**src/rtl/fp_div_pkg.sv**
```systemverilog
// Shared types and helpers for the sequential floating-point divider.
//   state_t      : divider FSM states
//   cls_t        : operand classification
//   calc_w       : total word width from exponent/fraction widths
//   calc_bias    : exponent bias 2^(EXP_W-1)-1
//   qnan_word    : canonical quiet NaN {0, all-ones exponent, 1, 0...}
package fp_div_pkg;

    typedef enum logic [2:0] {
        IDLE,
        UNPACK,
        DIVIDE,
        ROUND,
        DONE
    } state_t;

    typedef enum logic [1:0] {
        ZERO,
        NORM,
        INF,
        NAN
    } cls_t;

    // Canonical single-precision quiet NaN.
    localparam logic [31:0] QNAN_SP = 32'h7FC0_0000;

    function automatic int unsigned calc_w(input int unsigned exp_w, input int unsigned man_w);
        return 32'd1 + exp_w + man_w;
    endfunction

    function automatic int unsigned calc_bias(input int unsigned exp_w);
        return (32'd1 << (exp_w - 32'd1)) - 32'd1;
    endfunction

    // Wide enough for any practical format; callers truncate to their word width.
    function automatic logic [127:0] qnan_word(input int unsigned exp_w, input int unsigned man_w);
        logic [127:0] w;
        w = ((128'd1 << exp_w) - 128'd1) << man_w;
        w = w | (128'd1 << (man_w - 32'd1));
        return w;
    endfunction

endpackage

```
**src/rtl/fp_classify.sv**
```systemverilog
// Classifies one floating-point operand from its exponent and fraction fields.
//   exp_field  : biased exponent
//   frac_field : stored fraction
//   cls_c      : ZERO (including subnormals), NORM, INF or NAN
module fp_classify
    import fp_div_pkg::*;
#(
    parameter int unsigned EXP_W = 8,
    parameter int unsigned MAN_W = 23
)(
    input  logic [EXP_W-1:0] exp_field,
    input  logic [MAN_W-1:0] frac_field,
    output cls_t             cls_c
);

    // Subnormals collapse to zero; the divider never produces them either.
    always_comb begin
        cls_c = NORM;
        if (exp_field == '0) begin
            cls_c = ZERO;
        end else if (&exp_field) begin
            cls_c = (frac_field == '0) ? INF : NAN;
        end
    end

endmodule

```
**src/rtl/fp_div_seq.sv**
```systemverilog
// Sequential IEEE-754 divider, result = a / b.
// Radix-2 restoring division of the significands (one quotient bit per cycle),
// round-to-nearest-even, full special-case handling, valid/ready handshakes.
//   clk, rst            : clock, synchronous active-high reset
//   in_valid, in_ready  : operand handshake; a, b captured on acceptance
//   a, b                : dividend, divisor {sign, exp, frac}
//   out_valid, out_ready: result handshake; result and flags held until taken
//   result              : quotient
//   overflow, underflow, div_by_zero, invalid : at most one set per result
module fp_div_seq
    import fp_div_pkg::*;
#(
    parameter  int unsigned EXP_W = 8,
    parameter  int unsigned MAN_W = 23,
    localparam int unsigned W     = calc_w(EXP_W, MAN_W)
)(
    input  logic         clk,
    input  logic         rst,
    input  logic         in_valid,
    output logic         in_ready,
    input  logic [W-1:0] a,
    input  logic [W-1:0] b,
    output logic         out_valid,
    input  logic         out_ready,
    output logic [W-1:0] result,
    output logic         overflow,
    output logic         underflow,
    output logic         div_by_zero,
    output logic         invalid
);

    localparam int unsigned BIAS  = calc_bias(EXP_W);
    localparam int unsigned EW2   = EXP_W + 2;
    localparam int unsigned CNT_W = $clog2(MAN_W + 3);
    localparam logic [W-1:0] QNAN = W'(qnan_word(EXP_W, MAN_W));
    localparam logic signed [EW2-1:0] EXP_MAX = EW2'((32'd1 << EXP_W) - 32'd1);

    state_t                  state;
    logic [W-1:0]            a_q;
    logic [W-1:0]            b_q;
    logic signed [EW2-1:0]   exp_q;
    logic [MAN_W+1:0]        rem_q;
    logic [MAN_W:0]          div_q;
    logic [MAN_W+2:0]        quo_q;
    logic [CNT_W-1:0]        cnt_q;

    cls_t                    cls_a_c;
    cls_t                    cls_b_c;
    logic                    sign_c;
    logic [W-1:0]            inf_w_c;
    logic [W-1:0]            zero_w_c;
    logic                    spec_hit_c;
    logic [W-1:0]            spec_res_c;
    logic                    spec_inv_c;
    logic                    spec_dbz_c;

    logic                    rem_ge_c;
    logic [MAN_W+1:0]        rem_sub_c;

    logic [MAN_W-1:0]        frac_pre_c;
    logic                    guard_c;
    logic                    sticky_c;
    logic signed [EW2-1:0]   exp_adj_c;
    logic                    round_up_c;
    logic [MAN_W:0]          frac_sum_c;
    logic signed [EW2-1:0]   exp_rnd_c;
    logic                    ovf_c;
    logic                    unf_c;

    fp_classify #(.EXP_W(EXP_W), .MAN_W(MAN_W)) u_cls_a (
        .exp_field  (a_q[W-2:MAN_W]),
        .frac_field (a_q[MAN_W-1:0]),
        .cls_c      (cls_a_c)
    );

    fp_classify #(.EXP_W(EXP_W), .MAN_W(MAN_W)) u_cls_b (
        .exp_field  (b_q[W-2:MAN_W]),
        .frac_field (b_q[MAN_W-1:0]),
        .cls_c      (cls_b_c)
    );

    assign sign_c   = a_q[W-1] ^ b_q[W-1];
    assign inf_w_c  = {sign_c, {EXP_W{1'b1}}, {MAN_W{1'b0}}};
    assign zero_w_c = {sign_c, {(W-1){1'b0}}};

    // Special-case result selection, highest priority first.
    always_comb begin
        spec_hit_c = 1'b1;
        spec_res_c = '0;
        spec_inv_c = 1'b0;
        spec_dbz_c = 1'b0;
        if (cls_a_c == NAN || cls_b_c == NAN) begin
            spec_res_c = QNAN;
        end else if ((cls_a_c == ZERO && cls_b_c == ZERO) ||
                     (cls_a_c == INF  && cls_b_c == INF)) begin
            spec_res_c = QNAN;
            spec_inv_c = 1'b1;
        end else if (cls_a_c == INF) begin
            spec_res_c = inf_w_c;
        end else if (cls_b_c == INF) begin
            spec_res_c = zero_w_c;
        end else if (cls_a_c == ZERO) begin
            spec_res_c = zero_w_c;
        end else if (cls_b_c == ZERO) begin
            spec_res_c = inf_w_c;
            spec_dbz_c = 1'b1;
        end else begin
            spec_hit_c = 1'b0;
        end
    end

    // One restoring step: the compare produces the quotient bit.
    always_comb begin
        rem_ge_c  = (rem_q >= {1'b0, div_q});
        rem_sub_c = rem_ge_c ? (rem_q - {1'b0, div_q}) : rem_q;
    end

    // Normalise the quotient (ratio lies in (0.5, 2)) and round to nearest even.
    always_comb begin
        if (quo_q[MAN_W+2]) begin
            frac_pre_c = quo_q[MAN_W+1:2];
            guard_c    = quo_q[1];
            sticky_c   = quo_q[0] | (|rem_q);
            exp_adj_c  = exp_q;
        end else begin
            frac_pre_c = quo_q[MAN_W:1];
            guard_c    = quo_q[0];
            sticky_c   = |rem_q;
            exp_adj_c  = exp_q - EW2'(1);
        end
        round_up_c = guard_c & (sticky_c | frac_pre_c[0]);
        // A carry out of the fraction means the mantissa became 2.0: fraction
        // wraps to zero and the exponent takes the carry.
        frac_sum_c = {1'b0, frac_pre_c} + (MAN_W+1)'(round_up_c);
        exp_rnd_c  = exp_adj_c + EW2'(frac_sum_c[MAN_W]);
        ovf_c      = !exp_rnd_c[EW2-1] && (exp_rnd_c >= EXP_MAX);
        unf_c      = exp_rnd_c[EW2-1] || (exp_rnd_c == '0);
    end

    // Control FSM and datapath registers.
    always_ff @(posedge clk) begin
        if (rst) begin
            state       <= IDLE;
            in_ready    <= 1'b1;
            out_valid   <= 1'b0;
            result      <= '0;
            overflow    <= 1'b0;
            underflow   <= 1'b0;
            div_by_zero <= 1'b0;
            invalid     <= 1'b0;
            a_q         <= '0;
            b_q         <= '0;
            exp_q       <= '0;
            rem_q       <= '0;
            div_q       <= '0;
            quo_q       <= '0;
            cnt_q       <= '0;
        end else begin
            case (state)
                IDLE: begin
                    if (in_valid && in_ready) begin
                        a_q         <= a;
                        b_q         <= b;
                        in_ready    <= 1'b0;
                        overflow    <= 1'b0;
                        underflow   <= 1'b0;
                        div_by_zero <= 1'b0;
                        invalid     <= 1'b0;
                        state       <= UNPACK;
                    end
                end
                UNPACK: begin
                    exp_q <= EW2'(a_q[W-2:MAN_W]) - EW2'(b_q[W-2:MAN_W]) + EW2'(BIAS);
                    rem_q <= {2'b01, a_q[MAN_W-1:0]};
                    div_q <= {1'b1, b_q[MAN_W-1:0]};
                    quo_q <= '0;
                    cnt_q <= '0;
                    // Special results are committed here and presented from DONE.
                    if (spec_hit_c) begin
                        result      <= spec_res_c;
                        invalid     <= spec_inv_c;
                        div_by_zero <= spec_dbz_c;
                        state       <= DONE;
                    end else begin
                        state <= DIVIDE;
                    end
                end
                DIVIDE: begin
                    rem_q <= rem_sub_c << 1;
                    quo_q <= {quo_q[MAN_W+1:0], rem_ge_c};
                    cnt_q <= cnt_q + CNT_W'(1);
                    if (cnt_q == CNT_W'(MAN_W + 2)) begin
                        state <= ROUND;
                    end
                end
                ROUND: begin
                    if (ovf_c) begin
                        result <= inf_w_c;
                    end else if (unf_c) begin
                        result <= zero_w_c;
                    end else begin
                        result <= {sign_c, exp_rnd_c[EXP_W-1:0], frac_sum_c[MAN_W-1:0]};
                    end
                    overflow  <= ovf_c;
                    underflow <= unf_c;
                    out_valid <= 1'b1;
                    state     <= DONE;
                end
                DONE: begin
                    if (!out_valid) begin
                        out_valid <= 1'b1;
                    end else if (out_ready) begin
                        out_valid <= 1'b0;
                        in_ready  <= 1'b1;
                        state     <= IDLE;
                    end
                end
                default: begin
                    state <= IDLE;
                end
            endcase
        end
    end

endmodule

```
**config.mk**
```make
export PLATFORM = sky130hd
export DESIGN_NAME = fp_div_seq
export DESIGN_NICKNAME = d
export VERILOG_FILES = /design/src/rtl/fp_div_pkg.sv /design/src/rtl/fp_classify.sv /design/src/rtl/fp_div_seq.sv
export SDC_FILE = /design/constraint.sdc
export NUM_CORES = 1
export LEC_CHECK = 0
export ABC_AREA = 0
export CAP_MARGIN = 10
export CORE_ASPECT_RATIO = 0.9
export CORE_MARGIN = 1.5
export CORE_UTILIZATION = 60
export CTS_BUF_LIST = sky130_fd_sc_hd__clkbuf_4 sky130_fd_sc_hd__clkbuf_8
export CTS_CLUSTER_DIAMETER = 120
export DETAILED_ROUTE_END_ITERATION = 10
export MAX_ROUTING_LAYER = met4
export PLACE_DENSITY = 0.83
export SLEW_MARGIN = 20
export SYNTH_ARGS = -nofsm -noshare
export SYNTH_HDL_FRONTEND = slang
export SYNTH_SLANG_ARGS = --single-unit
```
**constraint.sdc**
```tcl
create_clock -name clk -period 5.85 [get_ports clk]
set_input_delay 1.4625 -clock clk [delete_from_list [all_inputs] [get_ports clk]]
set_output_delay 1.4625 -clock clk [all_outputs]
set_load 0.1 [all_outputs]
```
Yosys cells after proc, flatten, opt, wreduce, memory -nomap -nowiden:

Index checks and enable logic that the tools add are counted.

* flip-flop bits (word level): 195
* latch bits: 0
* memory bits (writable): 0
* ROM bits: 0
* output and inout bits: 38
* logic and storage cells: 129
* memories kept: 0

* $add $sub $neg: 7
* multiply operators: 0
* divide/modulo/power cells: 0
* magnitude comparators: 2
* equality and inequality tests: 14
* shifts and indexed selects: 0
* muxes and demuxes: 56
* bitwise logic cells: 4
* reduce and logical (&&, ||, !) cells: 31

Operators by type and width (count)
* 32-bit two-way mux: 7
* 32-bit case mux with 2 select lines: 1
* 31-bit two-way mux: 2
* 26-bit case mux with 2 select lines: 1
* 25-bit case mux with 2 select lines: 1
* 23-bit zero test: 2
* 25-bit by 24-bit greater-or-equal comparator with 1-bit output: 1
* 25-bit OR reduction: 1
* 23-bit by 1-bit adder with 24-bit output: 1
* 1-bit two-way mux: 24
* 24-bit two-way mux: 1
* 24-bit subtractor: 1
* 23-bit two-way mux: 1
* 8-bit zero test: 2
* 8-bit AND reduction: 2
* 3-bit two-way mux: 5
* 3-bit case mux with 5 select lines: 1
* 1-bit case mux with 2 select lines: 6
* 2-bit nonzero test: 6
* 10-bit by 1-bit adder with 10-bit output: 1
* 9-bit by 8-bit adder with 10-bit output (second input constant): 1
* 10-bit by 9-bit greater-or-equal comparator with 1-bit output (second input constant): 1
* 10-bit zero test: 1
* 10-bit two-way mux: 1
* other kinds (22): 43

Depth between registers and ports, before layout:

* depth in word-level cells: 13
* mapped depth: 19
* gate-level depth less buffers: 16

Cells and area by module:

From an unflattened synthesis, not the netlist that was laid out.

* cell total of the unflattened synthesis: 1388
* area, all modules: 10882.9 µm²

By module, submodules not included
* fp_div_seq: instances 1, cells each 1360, area an instance 10690.3 µm²
* fp_classify: instances 2, cells each 14, area an instance 96.3 µm²

Least setup slack after synthesis:

Ideal clock, no wire load.

* kind: reg-to-reg
* from: register quo_q[25]
* to: register result[21]
* setup time: 0.119 ns
* data arrival time: 4.270 ns
* setup slack: 1.462 ns
* cell stages (with the launch flop): 19
* path buffers: 2
* clock period less this slack: 4.388 ns
* path through: dfxtp_1 -> buf_2 -> mux2i_1 -> or3_1 -> nor4_1 -> and2_1 -> and3_1 -> and4b_1 -> ha_1 -> ha_1 -> nand2_1 -> mux2_2 -> a211o_1 -> nand4bb_1 -> a211o_1 -> nand4_2 -> nor2_2 -> buf_4 -> a32o_1

* cells in the longest elaborated chain, start to end: 10
* elaborated cells between the ends (all ways): 16
* classes of those cells: add/sub: 2; order compare: 1; mux: 7; bitwise: 2; reduce/logical: 4

Ends and longest elaborated chain
* start, declared: RTL line fp_div_seq.sv:44 `logic [MAN_W+2:0] quo_q;`
* start signal, assigned: RTL line fp_div_seq.sv:190 `quo_q <= {quo_q[MAN_W+1:0], rem_ge_c};`
* branches (longest 8 deep; another with 23-bit by 1-bit adder with 24-bit output)
* 31-bit two-way mux (*): RTL line fp_div_seq.sv:197 `if (ovf_c) begin`
* 32-bit case mux with 2 select lines (*): RTL line fp_div_seq.sv:159 `case (state)`
* end signal, assigned: RTL line fp_div_seq.sv:198 `result <= inf_w_c;`
* end signal, assigned: RTL line fp_div_seq.sv:200 `result <= zero_w_c;`
* end signal, assigned: RTL line fp_div_seq.sv:202 `result <= {sign_c, exp_rnd_c[EXP_W-1:0], frac_sum_c[MAN_W-1:0]};`
* end, declared: RTL line fp_div_seq.sv:25 `output logic [W-1:0] result,`

Every way passes the cells marked *.
A chain may end at the register's enable or synchronous reset.

Worst setup path after layout:

Same ends and word-level chain as after synthesis.

==> results.json <==
{
  "r2r-end": "result[21]$_SDFFE_PP0P_",
  "syn_area_per_cell_sq_um": 7.74,
  "die_w_microns": 145,
  "drive_gt1_frac": 0.0570,
  "fin_util": 0.702,
  "insertion_delay_ns": 0.49,
  "cts_made_buffers": 17,
  "core_sq_um": 17700,
  "viasPerCell": 6.05,
  "ys_warn_count": 0,
  "r2r_slack_ns": 0.58,
  "cap_violations": 0,
  "path_common_cell": "ha_1",
  "syn_area_sq_um": 10900,
  "cp-start-kind": "register",
  "critPathKind": "register to register",
  "drc_errors": 0,
  "fin_nets": 1551,
  "synthAdderAreaFrac": 0.0487,
  "n_fill_cell": 1501,
  "whs_ns": 0.464,
  "ctsHoldBuffers": 0,
  "seq_area_sq_um": 3910,
  "fin_crit_sh": 0.901,
  "drv_slew": 0,
  "cts_max_path_buffers": 2,
  "io_pins": 106,
  "hold_violations": 0,
  "whs_path_depth": 2,
  "synth_xor_area_frac": 0.0407,
  "synthSimpleGateAreaFrac": 0.231,
  "fin_tns_setup_ns": 0,
  "wl_microns": 27800,
  "critPathBufInv": 0,
  "slew_headroom": 0.308,
  "crit_required_ns": 6.27,
  "multi_input_area_sq_um": 6430,
  "rsz0062_at_grt": "false",
  "cts_sinks": 195,
  "async_reset_ff_frac": 0,
  "grt_overflow_total": 0,
  "dr.pass1.iters": 6,
  "worstPathCellList": "mux2i_1 -> or3_1 -> nor4_1 -> and2_1 -> and3_1 -> and4b_1 -> ha_1 -> ha_1 -> nand2_1 -> mux2_2 -> a211o_1 -> mux2i_2 -> xor2_2 -> nand4_2 -> nor2_4 -> a32o_1",
  "end_kind": "register",
  "final_common_cell": "nand2_1",
  "grtUsageTotal": 0.310,
  "synth_edf_count": 0,
  "leakagePower_nw": 4.50,
  "layout_common_cells": "nand2_1 (273), dfxtp_1 (194), a21oi_1 (160)",
  "num_rows": 46,
  "status": "complete, no violations",
  "synth_compound_area_frac": 0.235,
  "grt_max_degree": 90,
  "placement.io_buffers": 105,
  "hpwl_microns": 19700,
  "dr_total_vias": 10300,
  "finalSetupViolCount": 0,
  "grt_pass1_vias": 9128,
  "hp-class": "register to register",
  "holdPathEnd": "div_q[15]$_SDFFE_PP0P_",
  "ys_seq_elements": 195,
  "antenna_found_initial": 0,
  "synthCells": 1402,
  "cts_htree_levels": 4,
  "reg2reg_depth": 16,
  "detail_route.wl_per_cell_microns": 16.4,
  "worst_slew_pin_slew_ns": 1.04,
  "synth_ff_type": "dfxtp_1",
  "fin_worst_skew_ns": 0.0248,
  "die_h_microns": 131,
  "power_density_nw_per_um2": 446,
  "ys_seq_area_frac": 0.360,
  "cp.arrival_ns": 5.69,
  "antenna_left": 0,
  "start_util": 0.614,
  "period_needed_ns": 5.27,
  "antenna_cells": 0,
  "mappedNetlistNets": 1511,
  "clk_transition_reported_paths_ns": 0.13,
  "synth_top_family_by_area": "compound AO/OA/AOI/OAI gates",
  "fmax_mhz": 190,
  "grt_pass1_wl_microns": 45200,
  "syn_to_final_growth_pct": 14.2,
  "ys_types": 75,
  "slowest_delay_ns": 0.69,
  "gp_congestion": 0.927,
  "tritoncts": "yes",
  "critPathMaxFanout": 29,
  "dieArea_sq_um": 18900,
  "crit_family": "simple AND/OR/NAND/NOR gates",
  "drt_iter0_markers": 900,
  "crit_slowest_cell": "dfxtp_2",
  "ir_drop_mv": 0.271,
  "min_from": "div_q[15]$_SDFFE_PP0P_",
  "synth_mux_area_frac": 0.0338,
  "root_buffer": "clkbuf_8",
  "r2r-start": "quo_q[25]$_SDFFE_PP0P_"
}
==> area by class of cell <==
type                    count  area share
inverters                  53      0.0160
clock buffers              17      0.0189
repair buffers            114      0.0900
multi-input cells        1061       0.519
flip-flops and latches    195       0.315
clock inverters            15      0.0173
well taps                 240      0.0242
==> metrics by stage <==
stage | setup slack [ns] | instance area [sq um] | total power, mW | instances
floorplan | 1.46 | 10900 | 3.93 | 1402
global placement | 0.604 | 11900 | 4.50 | 1663
detailed placement | 0.418 | 11900 | 4.55 | 1663
CTS | 0.375 | 12400 | 5.49 | 1695
global route | 0.144 | 12400 | 5.87 | 1695
finish | 0.582 | 12400 | 5.53 | 1695
==> per-layer routing <==
metal	vias to the layer above	global-route usage	wire, microns
met1	4792	0.434	13200
met3	39	0.0488	1750
met4	0	0.0921	574
met2	371	0.461	12300
met5	-	-	0
li1	5048	-	-
==> power by group <==
part / internal [mW] / total (mW) / switching, mW
Sequential: 1.48 / 1.65 / 0.171
Clock: 0.344 / 0.939 / 0.596
Combinational: 1.16 / 2.93 / 1.77
==> cell families (layout without fill, tap and decap cells) <==
logic type,count (synthesis),after routing
adder cells (fa/ha/maj),41,41
buffers and inverters,146,199
AND/OR/NAND/NOR,544,544
XOR/XNOR,48,48
flip-flops,195,195
AO/OA/AOI/OAI,392,392
multiplexers,36,36
==> repair_timing <==
| action | 4_1_cts | 5_1_grt |
|---|---|---|
| endpoints found under the hold margin | 0 | 0 |
| resized for setup | 0 | 1 |
| buffers inserted | 0 | 0 |
| setup endpoints to repair | 0 | 22 |
==> registers in the layout, indices dropped and copies added (netlist names) <==
register	count
state	3
rem_q	25
div_q	24
overflow	1
exp_q	10
invalid	1
cnt_q	5
a_q	32
b_q	32
result	32
in_ready	1
div_by_zero	1
underflow	1
quo_q	26
out_valid	1
==> worst max path at each step <==
stage / start / to / slack (ns) / cells past startpoint
final: quo_q[25]$_SDFFE_PP0P_ / result[21]$_SDFFE_PP0P_ / 0.58 / 16
after global routing: quo_q[25]$_SDFFE_PP0P_ / result[5]$_SDFFE_PP0P_ / 0.14 / 16
after CTS: quo_q[25]$_SDFFE_PP0P_ / result[21]$_SDFFE_PP0P_ / 0.37 / 16
after detailed placement: quo_q[25]$_SDFFE_PP0P_ / result[5]$_SDFFE_PP0P_ / 0.42 / 16
after global placement: quo_q[25]$_SDFFE_PP0P_ / result[5]$_SDFFE_PP0P_ / 0.60 / 16
after floorplan: quo_q[25]$_SDFFE_PP0P_ / result[21]$_SDFFE_PP0P_ / 1.46 / 18
==> tightest hold or removal path, stage by stage, from the launching register on <==
cell	delay [ns]
dfxtp_1	0.33
nand2_1	0.05
a21oi_1	0.05
==> cell usage after synthesis, drive strengths merged (19+ instances only) <==
master / number / area (sq um)
nand2: 273 / 1020
dfxtp: 195 / 3900
a21oi: 161 / 810
nor2: 99 / 374
clkbuf: 78 / 293
inv: 53 / 199
ha: 39 / 488
mux2i: 34 / 344
o21ai: 33 / 165
a211oi: 31 / 233
xnor2: 30 / 263
a22oi: 29 / 218
nor3: 26 / 146
nor4: 26 / 163
nand4: 20 / 131
a22o: 19 / 166
Note: power is estimated with default switching activity, not from simulation.
==> variant 1 (same flow settings) <==
`MAN_W` is set to 23 in 2 places; all go to 25.
--- a/src/rtl/fp_classify.sv
+++ b/src/rtl/fp_classify.sv
@@ -6,7 +6,7 @@
     import fp_div_pkg::*;
 #(
     parameter int unsigned EXP_W = 8,
-    parameter int unsigned MAN_W = 23
+    parameter int unsigned MAN_W = 25
 )(
     input  logic [EXP_W-1:0] exp_field,
     input  logic [MAN_W-1:0] frac_field,
--- a/src/rtl/fp_div_seq.sv
+++ b/src/rtl/fp_div_seq.sv
@@ -11,7 +11,7 @@
     import fp_div_pkg::*;
 #(
     parameter  int unsigned EXP_W = 8,
-    parameter  int unsigned MAN_W = 23,
+    parameter  int unsigned MAN_W = 25,
     localparam int unsigned W     = calc_w(EXP_W, MAN_W)
 )(
     input  logic         clk,
Interface: changed (resized a, b and result); port bits go from 106 to 112. No check against the original RTL was run, so the function may have changed too.
==> variant 1 against the original RTL <==
Final area up 8.7%; sequential power up 7%; critical path type unchanged; sequential share of layout area down 0.74 points; routed wire length up 12%; sequential cell count up 12; total power up 17%; via count up 11%; synthesized area up 6.9%; utilization up 0.62 points; worst setup slack better by 0.13 ns; highest routed layer unchanged.
==> variant 1: results (changes against the original RTL) <==
* 0.04291 — met3 track demand over resource, -0.005928
* 37 — total clock buffers created by CTS, +20
* 111 — number of port buffers, +5.7%
* 0.004908 uW — Leakage Power, +9.0%
* 24 — biggest fanout along the worst timing path, -17%
* 1126 — iteration-0 DRC count of the detailed router, +25%
* 0 — fraction of synthesis flops using an asynchronous set or reset pin, unchanged
* 0.3573 — portion of the post-synthesis area used by sequential elements, -0.002414
* 0 — synthesis warning total, unchanged
* 0.06 ns — clock transition at the registers of the reported paths, -0.07 ns
* 1645 — nets in the synthesized netlist, +8.9%
* 0.03620 ns — worst clock skew on the final layout, +0.01143 ns
* 0.2379 — complex-gate fraction of the synthesized area, +0.002909
* 0 — number of antenna cells inserted, unchanged
* sky130_fd_sc_hd__dfxtp_1 (36%), sky130_fd_sc_hd__nand2_1 (10%), sky130_fd_sc_hd__a21oi_1 (7.0%) — leading cell types by total area after synthesis
* 0.9451 — final estimated routing congestion in global placement, +2.0%
* 77 — number of distinct library cell variants in the gate-level netlist after synthesis, +2.7%
* flop to flop — worst min-delay path category
* 0.2473 — headroom to the max-slew limit, -0.06055
* 0.01316 — proportion of synthesized area in mux cells, -0.02062
* 0.06489 — share of cells above drive strength 1, +0.007850
* 0.0003309 V — maximum ir drop on the vdd rail, +22%
* 0.55 ns — highest cell delay on the worst timing path, -0.14 ns
* 6 — number of iterations in the first detailed-routing pass, unchanged
* 0.03247 — area share of xor/xnor cells in the synthesized design, -0.008226
* sky130_fd_sc_hd__clkbuf_8 — Root Buffer
* 2 — maximum level of the CTS H-tree, -2
* 1708 — final-stage net count, +10%
* 5.56 ns — CP arrival, -0.13 ns
* 87 — maximum number of pins on one net before global-route repair, -3.3%
* 3 — Clock Tree Buf Depth, +1
* 31.07 mm — Post-Route WL, +12%
* 51.18 mm — first-pass GRT wire length, +13%
* a_q x34, b_q x34, result x34 — largest registers ranked by flip-flop count
* completed — result of the run
* 0.04660 — arithmetic-cell share of the synthesized area counting full adders, half adders and majority gates, -0.002049
* 0 — number of gates resized after cts, unchanged
* 11360 — vias after detailed routing, +11%
* 0.5100 — global-route met2 utilization, +0.04920
* 0.3203 — overall global routing resource usage, +0.01040
* 0.4123 — met1 Use GR, -0.02177
* 21.80 mm — HPWL after DPL, +11%
* 0.55 ns — worst-skew pair later-pin latency, +0.06 ns
* 1551 — Filler cells, +3.3%
* sky130_fd_sc_hd__dfxtp_2 — crit path max-delay cell type
* sky130_fd_sc_hd__nand2_1 (318), sky130_fd_sc_hd__dfxtp_1 (207), sky130_fd_sc_hd__a21oi_1 (162) — list of most frequent post-synthesis cells
-- variant 1: through the flow --
| stage | instances | hold slack, ns | setup slack [ns] | instance area [um2] | power (uW) |
|---|---|---|---|---|---|
| after floorplan | 1531 | 0.4353 | 1.319 | 11600 | 4238 |
| after global placement | 1805 | 0.4437 | 0.9358 | 12710 | 4972 |
| after detailed placement | 1805 | 0.4468 | 0.8294 | 12710 | 4995 |
| after CTS | 1868 | 0.4546 | 0.7858 | 13470 | 6401 |
| after global routing | 1868 | 0.4814 | 0.2588 | 13470 | 6861 |
| final | 1868 | 0.4530 | 0.7152 | 13470 | 6442 |
-- variant 1: cell families after synthesis --
| group | count (synthesis) |
|---|---|
| and+or+nand+nor | 642 |
| AOI/OAI and AO/OA | 424 |
| DFF | 207 |
| buffers and inverters | 158 |
| xor gates and xnor gates | 43 |
| adders and majority gates | 42 |
| muxes | 15 |
-- variant 1: where the power goes --
part	total [uW]	leakage, uW	switching (uW)	internal [uW]
sequential	1760	0.00168	185	1580
clock	1400	0.000401	604	793
combinational	3280	0.00283	2090	1200
total	6440	0.00491	2880	3570
-- variant 1: layout make-up --
class | instances | area share
sequential | 207 | 0.3076
multi-input combinational | 1166 | 0.5075
timing repair buffer | 122 | 0.08840
clock buffer | 55 | 0.05061
tap | 250 | 0.02321
clock inverter | 8 | 0.005943
inverter | 60 | 0.01671
-- variant 1: routing by layer --
layer | wire (um) | share of wire
met1 | 13700 | 0.44
met2 | 14450 | 0.46
met3 | 1907 | 0.061
met4 | 1018 | 0.033
met5 | 0 | 0
-- variant 1: worst register-to-register path, cell delays in order, from the launching register on --
cell and delay (ns):
sky130_fd_sc_hd__dfxtp_2 0.55, sky130_fd_sc_hd__nand2_1 0.13, sky130_fd_sc_hd__a21oi_1 0.30, sky130_fd_sc_hd__nand3_1 0.19, sky130_fd_sc_hd__nor3b_2 0.48, sky130_fd_sc_hd__nand3_1 0.26
sky130_fd_sc_hd__nor3_1 0.35, sky130_fd_sc_hd__nor3b_1 0.25, sky130_fd_sc_hd__ha_1 0.26, sky130_fd_sc_hd__ha_1 0.27, sky130_fd_sc_hd__inv_1 0.15, sky130_fd_sc_hd__a211oi_1 0.25
sky130_fd_sc_hd__a41oi_1 0.09, sky130_fd_sc_hd__xnor2_1 0.19, sky130_fd_sc_hd__or3_1 0.40, sky130_fd_sc_hd__o41ai_4 0.39, sky130_fd_sc_hd__nor3_4 0.21, sky130_fd_sc_hd__a32o_1 0.31
-- variant 1: path summary, 6_finish.rpt --
check	depth (start not counted)	start	to	slack [ns]
setup reg to reg	17	quo_q[27]	result[10]	0.72
hold reg to reg	2	div_q[8]	div_q[8]	0.45
hold / removal	2	div_q[8]	div_q[8]	0.45
setup / recovery	17	quo_q[27]	result[10]	0.72
==> variant 2 (config.mk and constraints unchanged) <==
Made on the original files. Compare `cnt_q` against `CNT_W'(MAN_W + 2)` with >= in place of ==.
--- a/src/rtl/fp_div_seq.sv
+++ b/src/rtl/fp_div_seq.sv
@@ -189,7 +189,7 @@
                     rem_q <= rem_sub_c << 1;
                     quo_q <= {quo_q[MAN_W+1:0], rem_ge_c};
                     cnt_q <= cnt_q + CNT_W'(1);
-                    if (cnt_q == CNT_W'(MAN_W + 2)) begin
+                    if (cnt_q >= CNT_W'(MAN_W + 2)) begin
                         state <= ROUND;
                     end
                 end
Behaviour: same outputs for any inputs over 4 cycles, from zero or initial values and one cycle with rst high; that may be too few to reach the edited logic, so the function may still have changed.
==> variant 2 against the original RTL <==
Synthesized area is 0.25% lower; total power is 4.3% higher; final cell count is 0.24% higher; non-clock buffer count grew 4; utilization decreased by 0.54 points; fmax increased by 17%; routed wire length is 0.96% lower; final area is 0.77% lower; sequential cell count unchanged; global-route usage fell by 0.13 points; worst setup slack better by 0.76 ns; die area fell by 0.25%; via count fell by 0.15%; critical path type unchanged; largest power group unchanged.
==> variant 2: results (changes against the original RTL) <==
* 0.0003768 V — maximum ir drop on the vdd rail, +39%
* 1555 — final-stage net count, +0.26%
* 9072 — number of global-route vias before repair, -0.61%
* 0.9422 — final estimated routing congestion in global placement, +1.7%
* 0.3085 — overall global routing resource usage, -0.001334
* 789 — iteration-0 DRC count of the detailed router, -12%
* 0.3606 — portion of the post-synthesis area used by sequential elements, +0.0009146
* 6.024 — mean number of vias per cell, -0.38%
* 87 — maximum number of pins on one net before global-route repair, -3.3%
* sky130_fd_sc_hd__dfxtp_1 (36%), sky130_fd_sc_hd__nand2_1 (9.2%), sky130_fd_sc_hd__a21oi_1 (7.0%) — leading cell types by total area after synthesis
* 4.89 ns — CP arrival, -0.80 ns
* 19.74 mm — HPWL after DPL, +0.25%
* 2 — Clock Tree Buf Depth, unchanged
* 45.04 mm — first-pass GRT wire length, -0.44%
* 82 — number of distinct library cell variants in the gate-level netlist after synthesis, +9.3%
* 1516 — Filler cells, +1.0%
* 0.10 ns — clock transition at the registers of the reported paths, -0.03 ns
* 0.01376 ns — worst clock skew on the final layout, -0.01100 ns
* 1.099 ns — slew at the pin with the worst max-slew slack, +0.06130 ns
* 16.21 um — drt wl/cell, -1.2%
* 31 — biggest fanout along the worst timing path, +6.9%
* 5 — number of iterations in the first detailed-routing pass, -1
* 0.05278 — share of cells above drive strength 1, -0.004269
* completed — result of the run
* 1513 — nets in the synthesized netlist, +0.13%
* sky130_fd_sc_hd__nand2_1 (265), sky130_fd_sc_hd__dfxtp_1 (195), sky130_fd_sc_hd__a21oi_1 (152) — list of most frequent post-synthesis cells
## variant 2: cell types whose count changed in the layout (fill, tap and decap cells not counted), sizes merged, moves of 12 or more
cell   before  now
a31o       15    1
o22ai       2   18
mux2i      34   21
nor2       99  111
nand3      14   26
## variant 2: through the flow
step	area [um2]	worst slack, ns	std cells
CTS	12290	1.394	1699
global route	12300	0.9212	1699
finish	12300	1.339	1699
global placement	11910	1.553	1667
detailed placement	11910	1.413	1667
floorplan	10830	2.017	1404
## variant 2: layout make-up
type / instances / area [um2] / share of cell area
timing repair buffer: 118 / 1159 / 0.09419
inverter: 54 / 202.7 / 0.01648
clock buffer: 18 / 241.5 / 0.01963
clock inverter: 14 / 140.1 / 0.01139
multi-input combinational: 1060 / 6352 / 0.5164
sequential: 195 / 3905 / 0.3175
tap: 240 / 300.3 / 0.02441
## variant 2: path summary, 6_finish.rpt
kind,slack [ns],cells past startpoint,endpoint,start
max reg2reg,1.34,15,result[1],quo_q[25]
max,1.34,15,result[1],quo_q[25]
min,0.46,2,div_q[3],div_q[3]
min reg2reg,0.46,2,div_q[3],div_q[3]
## variant 2: critical path, stage by stage (launching register included)
cell	delay, ns
sky130_fd_sc_hd__dfxtp_2	0.71
sky130_fd_sc_hd__nand2_1	0.16
sky130_fd_sc_hd__a211oi_2	0.31
sky130_fd_sc_hd__nand4_1	0.20
sky130_fd_sc_hd__nor3b_2	0.38
sky130_fd_sc_hd__and4_1	0.34
sky130_fd_sc_hd__nand4_1	0.16
sky130_fd_sc_hd__nor2_1	0.15
sky130_fd_sc_hd__ha_1	0.20
sky130_fd_sc_hd__nand2_1	0.24
sky130_fd_sc_hd__or3b_1	0.45
sky130_fd_sc_hd__o311a_1	0.32
sky130_fd_sc_hd__o22ai_2	0.23
sky130_fd_sc_hd__nor3_2	0.09
sky130_fd_sc_hd__buf_4	0.22
sky130_fd_sc_hd__a22o_1	0.24
## variant 2: per-layer routing
| metal | up-vias | track usage | part of all wire | wire length [um] |
|---|---|---|---|---|
| met3 | 30 | 0.04410 | 0.067 | 1855 |
| met5 | - | - | 0 | 0 |
| met4 | 0 | 0.07546 | 0.015 | 401 |
| li1 | 5093 | - | - | - |
| met2 | 340 | 0.4582 | 0.44 | 11990 |
| met1 | 4772 | 0.4428 | 0.48 | 13310 |
## variant 2: cell families after synthesis
kind of cell,Yosys count,synth area share
AND/OR/NAND/NOR,548,0.2316
XOR/XNOR,47,0.03872
buffers and inverters,149,0.05467
flip-flops,195,0.3606
multiplexers,27,0.02566
adder cells (fa/ha/maj),41,0.04878
AO/OA/AOI/OAI,397,0.2399
## variant 2: report_power, final
group	internal, uW	switching (uW)	total, uW
Clock	323	533	856
Combinational	1200	2000	3200
Sequential	1500	211	1710
